### src/rtl/tile_frame_renderer.sv
// Frame rasteriser: snapshots game state on request and streams one
// 160x120 frame of pixel writes, one per clock, row-major.
module tile_frame_renderer #(
    parameter int SCREEN_W      = 160,
    parameter int SCREEN_H      = 120,
    parameter int COL_W         = 40,
    parameter int KEY_HEIGHT    = 30,
    parameter int HITBOX_TOP    = 100,
    parameter int HITBOX_BOTTOM = 110,
    parameter logic [2:0] C_BG     = 3'b111,
    parameter logic [2:0] C_TILE   = 3'b000,
    parameter logic [2:0] C_HIT    = 3'b010,
    parameter logic [2:0] C_HITBOX = 3'b100,
    parameter logic [2:0] C_GRID   = 3'b011
) (
    input  logic        clk,
    input  logic        resetn,
    input  logic        start,
    input  logic [8:0]  yoffset,
    input  logic [19:0] keys,
    input  logic [1:0]  num_hit,
    output logic [7:0]  x,
    output logic [6:0]  y,
    output logic [2:0]  colour,
    output logic        plot,
    output logic        busy,
    output logic        done
);

    localparam int KEY_ROWS = 5;

    typedef enum logic [1:0] {IDLE, SCAN, FLUSH, DONE} state_t;

    state_t      state;
    logic [7:0]  cx;
    logic [6:0]  cy;
    logic [8:0]  yoff_q;
    logic [19:0] keys_q;
    logic [1:0]  nhit_q;
    logic [1:0]  col;
    logic [2:0]  pix;
    logic        grid;
    logic        hitbox;

    always_comb begin
        col = 2'd3;
        unique case (1'b1)
            (cx < 8'(COL_W)):
                col = 2'd0;
            (cx >= 8'(COL_W) && cx < 8'(2 * COL_W)):
                col = 2'd1;
            (cx >= 8'(2 * COL_W) && cx < 8'(3 * COL_W)):
                col = 2'd2;
            default:
                col = 2'd3;
        endcase
    end

    assign grid = (cx == 8'(COL_W - 1))
               || (cx == 8'(2 * COL_W - 1))
               || (cx == 8'(3 * COL_W - 1))
               || (cx == 8'(4 * COL_W - 1));

    assign hitbox = (cy >= 7'(HITBOX_TOP))
                 && (cy < 7'(HITBOX_BOTTOM));

    // Tile rows are walked top-down so the lowest row index overrides.
    always_comb begin
        logic signed [10:0] ys;
        logic signed [10:0] top;
        logic [3:0]         row;
        ys  = $signed({4'b0000, cy});
        top = '0;
        row = '0;
        pix = C_BG;
        if (grid)
            pix = C_GRID;
        if (hitbox)
            pix = C_HITBOX;
        for (int i = KEY_ROWS - 1; i >= 0; i--) begin
            top = $signed({2'b00, yoff_q})
                - $signed(11'(KEY_HEIGHT * i));
            row = keys_q[4*i +: 4];
            if (ys >= top
                && ys < top + $signed(11'(KEY_HEIGHT))
                && row[col])
                pix = (3'(i) < {1'b0, nhit_q}) ? C_HIT : C_TILE;
        end
    end

    always_ff @(posedge clk) begin
        if (!resetn) begin
            state  <= IDLE;
            cx     <= '0;
            cy     <= '0;
            yoff_q <= '0;
            keys_q <= '0;
            nhit_q <= '0;
            x      <= '0;
            y      <= '0;
            colour <= '0;
            plot   <= 1'b0;
            busy   <= 1'b0;
            done   <= 1'b0;
        end else begin
            plot <= 1'b0;
            done <= 1'b0;
            unique case (state)
                IDLE: begin
                    if (start) begin
                        yoff_q <= yoffset;
                        keys_q <= keys;
                        nhit_q <= num_hit;
                        cx     <= '0;
                        cy     <= '0;
                        busy   <= 1'b1;
                        state  <= SCAN;
                    end
                end
                SCAN: begin
                    x      <= cx;
                    y      <= cy;
                    colour <= pix;
                    plot   <= 1'b1;
                    if (cx == 8'(SCREEN_W - 1)) begin
                        cx <= '0;
                        cy <= cy + 7'd1;
                        if (cy == 7'(SCREEN_H - 1))
                            state <= FLUSH;
                    end else begin
                        cx <= cx + 8'd1;
                    end
                end
                FLUSH: begin
                    done  <= 1'b1;
                    state <= DONE;
                end
                DONE: begin
                    busy  <= 1'b0;
                    state <= IDLE;
                end
                default: begin
                    busy  <= 1'b0;
                    state <= IDLE;
                end
            endcase
        end
    end

endmodule

### config.mk
export PLATFORM = sky130hd
export DESIGN_NAME = tile_frame_renderer
export DESIGN_NICKNAME = d
export VERILOG_FILES = /design/src/rtl/tile_frame_renderer.sv
export SDC_FILE = /design/constraint.sdc
export NUM_CORES = 1
export LEC_CHECK = 0
export CAP_MARGIN = 20
export CORE_MARGIN = 5
export CORE_UTILIZATION = 40
export CTS_CLUSTER_SIZE = 12
export DETAILED_ROUTE_END_ITERATION = 8
export GPL_TIMING_DRIVEN = 0
export PLACE_DENSITY = 0.71
export SLEW_MARGIN = 15
export SYNTH_ARGS = -nofsm -noshare
export SYNTH_HDL_FRONTEND = slang
export SYNTH_SLANG_ARGS = --single-unit
### constraint.sdc
create_clock -name clk -period 3.7 [get_ports clk]
set_clock_uncertainty 0.05 [all_clocks]
set_input_delay 0.74 -clock clk [delete_from_list [all_inputs] [get_ports clk]]
set_output_delay 0.74 -clock clk [all_outputs]
set_load 0.005 [all_outputs]
==> summary.txt, run 1 <==
1st-pass router iterations: 5
Top Ports: 55
Count of cell types in the netlist: 60
Place WS: -0.329 ns
Mapped Nets: 727
PwrDens: 530 mW/mm²
Clock Latency Late Sink: 0.33 ns
CP startpoint: yoff_q[2]
CP endpoint kind: flip-flop
CP Class: flip-flop to flip-flop
CTS root buf: clkbuf_16
Antenna Violating Nets Remaining: 0
First-pass GRT wire length: 22.8 mm
Post-synth EDFFs: 0
Final net count: 804
Max-slew violations: 0
Final period utilization: 97.7%
Crit path max fanout: 7
Pin count of the biggest net entering global routing: 15
Maxcap violations: 0
IO buf count: 54
Wire length per cell: 15.7 µm
Placed Area: 0.00589 mm²
Combinational share of power: 42.8%
Req. time, crit path: 3.91 ns
Pint: 2160 µW
Hold WC Path Type: flip-flop to flip-flop
CTS Hold Bufs: 0
# DRC: 0
Total track usage: 18.8%
Leakage power: 0.00261 µW
Maximum vdd ir drop: 320 µV
Final wirelength: 13.8 mm
Fill count: 1191
Sw Ratio: 36.7%
Register Area: 0.00140 mm²
Fmax: 277 MHz
Worst-Margin Slew: 0.744 ns
Worst slew margin: 50.4%
Max H-tree Level: 3
Rows: 41
YS warnings: 0
Outcome: completed
CP most frequent cell: o211ai_2
Total die area: 0.0152 mm²
Final Hold Fails: 0
Clock transition at path regs: 0.06 ns
Synth Cell Area: 0.00514 mm²
Main synth FF type: dfxtp_1
GP Congestion: 0.960
Die X-Extent: 123 µm
Post-layout min period: 3.61 ns
Via density: 5.39
Top cells by area, synth: dfxtp_1, ha_1, nand2_1
WHS: 0.407 ns
Antenna violations before repair: 0
# setup viols final: 0
Syn-to-layout area delta: 25.3%
P_sw: 1250 µW
Max incr delay on CP: 0.48 ns
FF+latch count, synth: 69
Arr. time, crit path: 3.83 ns
Area leader, netlist: dfxtp_1
Ant diodes: 0
Reg2reg start: yoff_q[2]
Setup ws final: 0.0862 ns
CTS Buffer Depth: 2
Core footprint: 0.0126 mm²
Vias post-DR: 4745
CTS buffer count: 9
Asr flop ratio synth: 0%
Multi-input logic area: 0.00358 mm²
Congestion Overflow GR: 0
Critical Path Start Type: flip-flop
Share of the synthesized area in the top cell type: 26.9%
Starting Density: 40.7%
Crit-path cells: clkinvlp_4 > buf_4 > ha_4 > inv_1 > nand4_1 > nor2b_4 > xor2_1 > ha_1 > nor2_1 > a21oi_1 > o21ai_1 > or3b_1 > o211ai_2 > o211ai_2 > or4_1 > a31oi_1
Hold_sp: keys_q[0]
CTS Sinks: 69
Power Total: 3410 µW
Fraction of layout cells with a size suffix above 1: 9.32%
Initial DRC Count: 266
Clock power frac: 29.4%
Design Area, Final: 0.00643 mm²
Die Y: 123 µm
Flop pwr share: 27.7%
Post-Synthesis Cells: 626
Syn Area/Cell: 8.20 µm²
Vias in the first global route: 4696
CTS tree: done
DP HPWL: 10.5 mm
Post-synthesis sequential area ratio: 26.9%
CP max stage cell: or4_1
[critical path: cells and delay by family, from the launching register on]
family,cells,cell delay (ns)
xor+xnor,1,0.14
fa+ha+maj,2,0.52
compound gates,5,0.85
flops,1,0.41
simple gates,5,1.22
buf+inv,3,0.34
[cell type report]
class / instances / share of cell area (%)
Multi-Input combinational cell: 498 / 55.6
Timing Repair Buffer: 66 / 9.80
Clock inverter: 5 / 1.65
Tap cell: 172 / 3.34
Clock buffer: 11 / 3.77
Sequential cell: 69 / 21.7
Inverter: 28 / 1.75
Buffer: 31 / 2.37
[Yosys cell counts, types with 9 or more instances]
library cell  count
nand3_1          12
dfxtp_1          69
clkbuf_1         17
nand4_1          14
o21ai_0          31
buf_2             9
nor2b_1          16
a21oi_1          38
a21boi_0         15
nor3_1           12
mux2i_1          17
ha_1             67
nor2_1           41
nand2_1          94
xnor2_1          30
xor2_1           14
inv_1            27
[sequential cells by signal, summed over array words and instances (netlist names)]
signal and cells:
busy 1, colour 3, cx 8, cy 7, done 1, keys_q 20
nhit_q 2, plot 1, state 2, x 8, y 7, yoff_q 9
[cell usage in the layout (no fill, tap or decap), types with 9 or more instances in the layout]
| master | n |
|---|---|
| buf_4 | 13 |
| inv_1 | 25 |
| mux2i_1 | 17 |
| nor3_1 | 11 |
| a21oi_1 | 38 |
| nand4_1 | 14 |
| xor2_1 | 14 |
| o21ai_0 | 30 |
| a21boi_0 | 14 |
| ha_1 | 64 |
| dfxtp_1 | 65 |
| xnor2_1 | 27 |
| nand3_1 | 12 |
| nor2b_1 | 15 |
| clkbuf_1 | 18 |
| clkbuf_16 | 9 |
| nor2_1 | 41 |
| clkdlybuf4s50_1 | 54 |
| nand2_1 | 94 |
[final timing paths]
| path | end | slack, ns | cells past startpoint |
|---|---|---|---|
| max | colour[1] | 0.09 | 16 |
| min | keys_q[0] | 0.41 | 2 |
| max reg2reg | colour[1] | 0.09 | 16 |
| min reg2reg | keys_q[0] | 0.41 | 2 |
[logic make-up after synthesis]
group | Yosys count | synth area share (%)
xor gates and xnor gates | 44 | 7.50
muxes | 23 | 5.72
AOI/OAI and AO/OA | 136 | 17.5
DFF | 69 | 26.9
and+or+nand+nor | 227 | 21.2
buffers and inverters | 59 | 4.68
adders and majority gates | 68 | 16.5
[stage by stage]
stage               setup TNS (ns)  utilization (%)  instances
floorplan                        0                -        626
global placement            -0.555             46.7        852
detailed placement          -0.735             46.7        852
CTS                              0             49.8        870
global route               -0.0400             51.0        880
finish                           0             51.0        880
[power groups by stage]
stage	clock, µW	sequential, µW	combinational, µW
5_1_grt	1060	959	1620
6_report	1000	945	1460
2_1_floorplan	0	932	991
3_5_place_dp	0	958	1360
3_3_place_gp	0	952	1320
4_1_cts	1020	946	1380
[repair_timing]
item                                    4_1_cts  5_1_grt
gates resized for setup                      11       18
endpoints found under the setup margin        3        3
buffers inserted                              2       10
pin swaps                                     2        8
[metal layers]
| metal | GRT usage [%] | part of all wire (%) |
|---|---|---|
| met1 | 23.8 | 45 |
| met2 | 32.9 | 49 |
| met5 | 0 | 0 |
| met3 | 3.43 | 5.1 |
| met4 | 5.05 | 1.1 |
Power figures use the tool's default switching activity.
==> run 2: changes to the inputs <==
Settings changed: CORE_MARGIN 5 to unset.
==> run 2 against run 1 <==
Core utilization increased by 0.64 points. Sequential share of layout area fell by 0.18 points. Clock power barely moved. First-iteration DRC count is 1.1% higher. Sequential cell count did not move. Global-route usage grew 3.0 points. Cell count up 0.57%. Via count is 1.3% higher. Routed wire length rose by 1.4%. Die area down 13%. Critical endpoint unchanged.
==> summary.txt, run 2 (synthesized netlist as in run 1, its figures left out) <==
Outcome: completed (unchanged)
CP endpoint kind: flip-flop (unchanged)
Commonest non-fill, non-tap cells in the layout: nand2_1, dfxtp_1, ha_1 (unchanged)
Flop pwr share: 27.5% (was 27.7%)
Syn-to-layout area delta: 26.3% (was 25.3%)
Ant diodes: 0 (unchanged)
Die X-Extent: 115 µm (was 123 µm)
Final non-filler cell total: 885 (was 880)
Worst-Margin Slew: 0.771 ns (was 0.744 ns)
Final wirelength: 14.0 mm (was 13.8 mm)
Core footprint: 0.0126 mm² (about the same)
Final period utilization: 96.3% (was 97.7%)
First-pass GRT wire length: 22.7 mm (was 22.8 mm)
Arr. time, crit path: 3.78 ns (was 3.83 ns)
PwrDens: 530 mW/mm² (about the same)
Clock Latency Late Sink: 0.33 ns (about the same)
Max H-tree Level: 3 (unchanged)
Worst slew margin: 48.5% (was 50.4%)
Antenna violations before repair: 0 (unchanged)
CTS Buffer Depth: 2 (unchanged)
Clock transition at path regs: 0.06 ns (about the same)
IO buf count: 54 (unchanged)
Initial DRC Count: 269 (was 266)
Most common cell after layout, fill and taps aside: nand2_1 (unchanged)
Fmax: 281 MHz (was 277 MHz)
Hold WC Path Type: flip-flop to flip-flop (unchanged)
Die Y: 115 µm (was 123 µm)
CTS buffer count: 9 (unchanged)
WHS: 0.403 ns (was 0.407 ns)
Maxcap violations: 0 (unchanged)
Congestion Overflow GR: 0 (unchanged)
# setup viols final: 0 (unchanged)
Pint: 2150 µW (was 2160 µW)
Wire length per cell: 15.9 µm (was 15.7 µm)
Unrepaired setup endpoints after global routing: no
Rows: 41 (unchanged)
Critical Path Start Type: flip-flop (unchanged)
Starting Density: 40.9% (was 40.7%)
Sw Ratio: 37.4% (was 36.7%)
Hold_sp: keys_q[19] (was keys_q[0])
Leakage power: 0.00262 µW (was 0.00261 µW)
CTS Sinks: 69 (unchanged)
Max-slew violations: 0 (unchanged)
Placed Area: 0.00589 mm² (unchanged)
Clock power frac: 29.1% (was 29.4%)
Reg2reg start: yoff_q[1] (was yoff_q[2])
Via density: 5.43 (was 5.39)
Fraction of layout cells with a size suffix above 1: 10.4% (was 9.32%)
GP Congestion: 0.945 (was 0.960)
Vias in the first global route: 4710 (was 4696)
Crit path max fanout: 10 (was 7)
Top Registers: keys_q x20, yoff_q x9 (unchanged)
CTS root buf: clkbuf_16 (unchanged)
CTS tree: done (unchanged)
CP Class: flip-flop to flip-flop (unchanged)
# DRC: 0 (unchanged)
Top Ports: 55 (unchanged)
Reg2reg path depth: 16 (unchanged)
Post-layout min period: 3.56 ns (was 3.61 ns)
Vias post-DR: 4808 (was 4745)
Largest register by flop count: keys_q (unchanged)
Max FFs per register: 20 (unchanged)
Total track usage: 21.9% (was 18.8%)
Final Hold Fails: 0 (unchanged)
Hold Path Sink: keys_q[19] (was keys_q[0])
Flop2flop setup slack: 0.14 ns (was 0.09 ns)
P_sw: 1280 µW (was 1250 µW)
R2R Path End: colour[1] (unchanged)
Combinational share of power: 43.5% (was 42.8%)
1st-pass router iterations: 5 (unchanged)
Design Area, Final: 0.00649 mm² (was 0.00643 mm²)
DP HPWL: 10.3 mm (was 10.5 mm)
Dpl cells: 852 (unchanged)
Min-Delay Path Depth: 2 (unchanged)
Antenna Violating Nets Remaining: 0 (unchanged)
Req. time, crit path: 3.92 ns (was 3.91 ns)
Maximum vdd ir drop: 483 µV (was 320 µV)
Pin count of the biggest net entering global routing: 15 (unchanged)
Final net count: 809 (was 804)
Total die area: 0.0133 mm² (was 0.0152 mm²)
## run 2: metrics by stage
stage	utilization [%]	setup slack (ns)	setup TNS [ns]	power, µW
3_5_place_dp	46.9	-0.368	-0.796	2330
5_1_grt	51.6	0.0164	0	3650
4_1_cts	50.3	0.0114	0	3360
2_1_floorplan	-	0.301	0	1920
3_3_place_gp	46.9	-0.314	-0.615	2280
6_report	51.6	0.136	0	3440
## run 2: power groups by stage
stage               Clock [µW]  Sequential (µW)  Combinational [µW]
finish                     999              945                1490
global route              1050              958                1640
CTS                       1010              944                1410
detailed placement           0              957                1370
global placement             0              951                1330
floorplan                    0              932                 991
## run 2: worst max-delay path, stage by stage, from the launching register on
cell	delay, ns
dfxtp_4	0.36
buf_8	0.14
clkinvlp_4	0.13
ha_4	0.27
inv_1	0.07
nand4_1	0.14
nor2b_2	0.20
xor2_1	0.15
ha_1	0.29
nor2_1	0.04
a21oi_2	0.13
o21ai_0	0.10
or3b_1	0.40
o211ai_2	0.26
o211ai_2	0.16
or4_1	0.48
a31oi_1	0.13
## run 2: worst max-delay path by stage
stage / start / end / cells after the start
2_1_floorplan: yoff_q[1] / colour[1] / 16
3_3_place_gp: yoff_q[1] / colour[1] / 16
3_5_place_dp: yoff_q[1] / colour[1] / 16
4_1_cts: yoff_q[2] / colour[1] / 14
5_1_grt: yoff_q[3] / colour[1] / 14
6_report: yoff_q[1] / colour[1] / 16
## run 2: what timing repair did
item	4_1_cts	5_1_grt
buffers inserted	3	14
pin swaps	2	7
endpoints found under the setup margin	3	3
resized for setup	15	17
hold buffers	0	0
## run 2: metal layers
| layer | global-route usage, % | vias up | share of wire (%) |
|---|---|---|---|
| met3 | 4.01 | 39 | 5.5 |
| met4 | 9.70 | 0 | 2.7 |
| li1 | - | 2367 | - |
| met2 | 36.9 | 151 | 48 |
| met5 | 0 | - | 0 |
| met1 | 27.0 | 2251 | 44 |
## run 2: final cells by class
cell class                      instances  area, µm²
Timing Repair Buffer                   71        666
Tap cell                              172        215
Clock inverter                          7        123
Multi-Input combinational cell        498       3590
Fill cell                            1182       6080
Clock buffer                            9        225
Inverter                               28        113
Sequential cell                        69       1400
Buffer                                 31        158
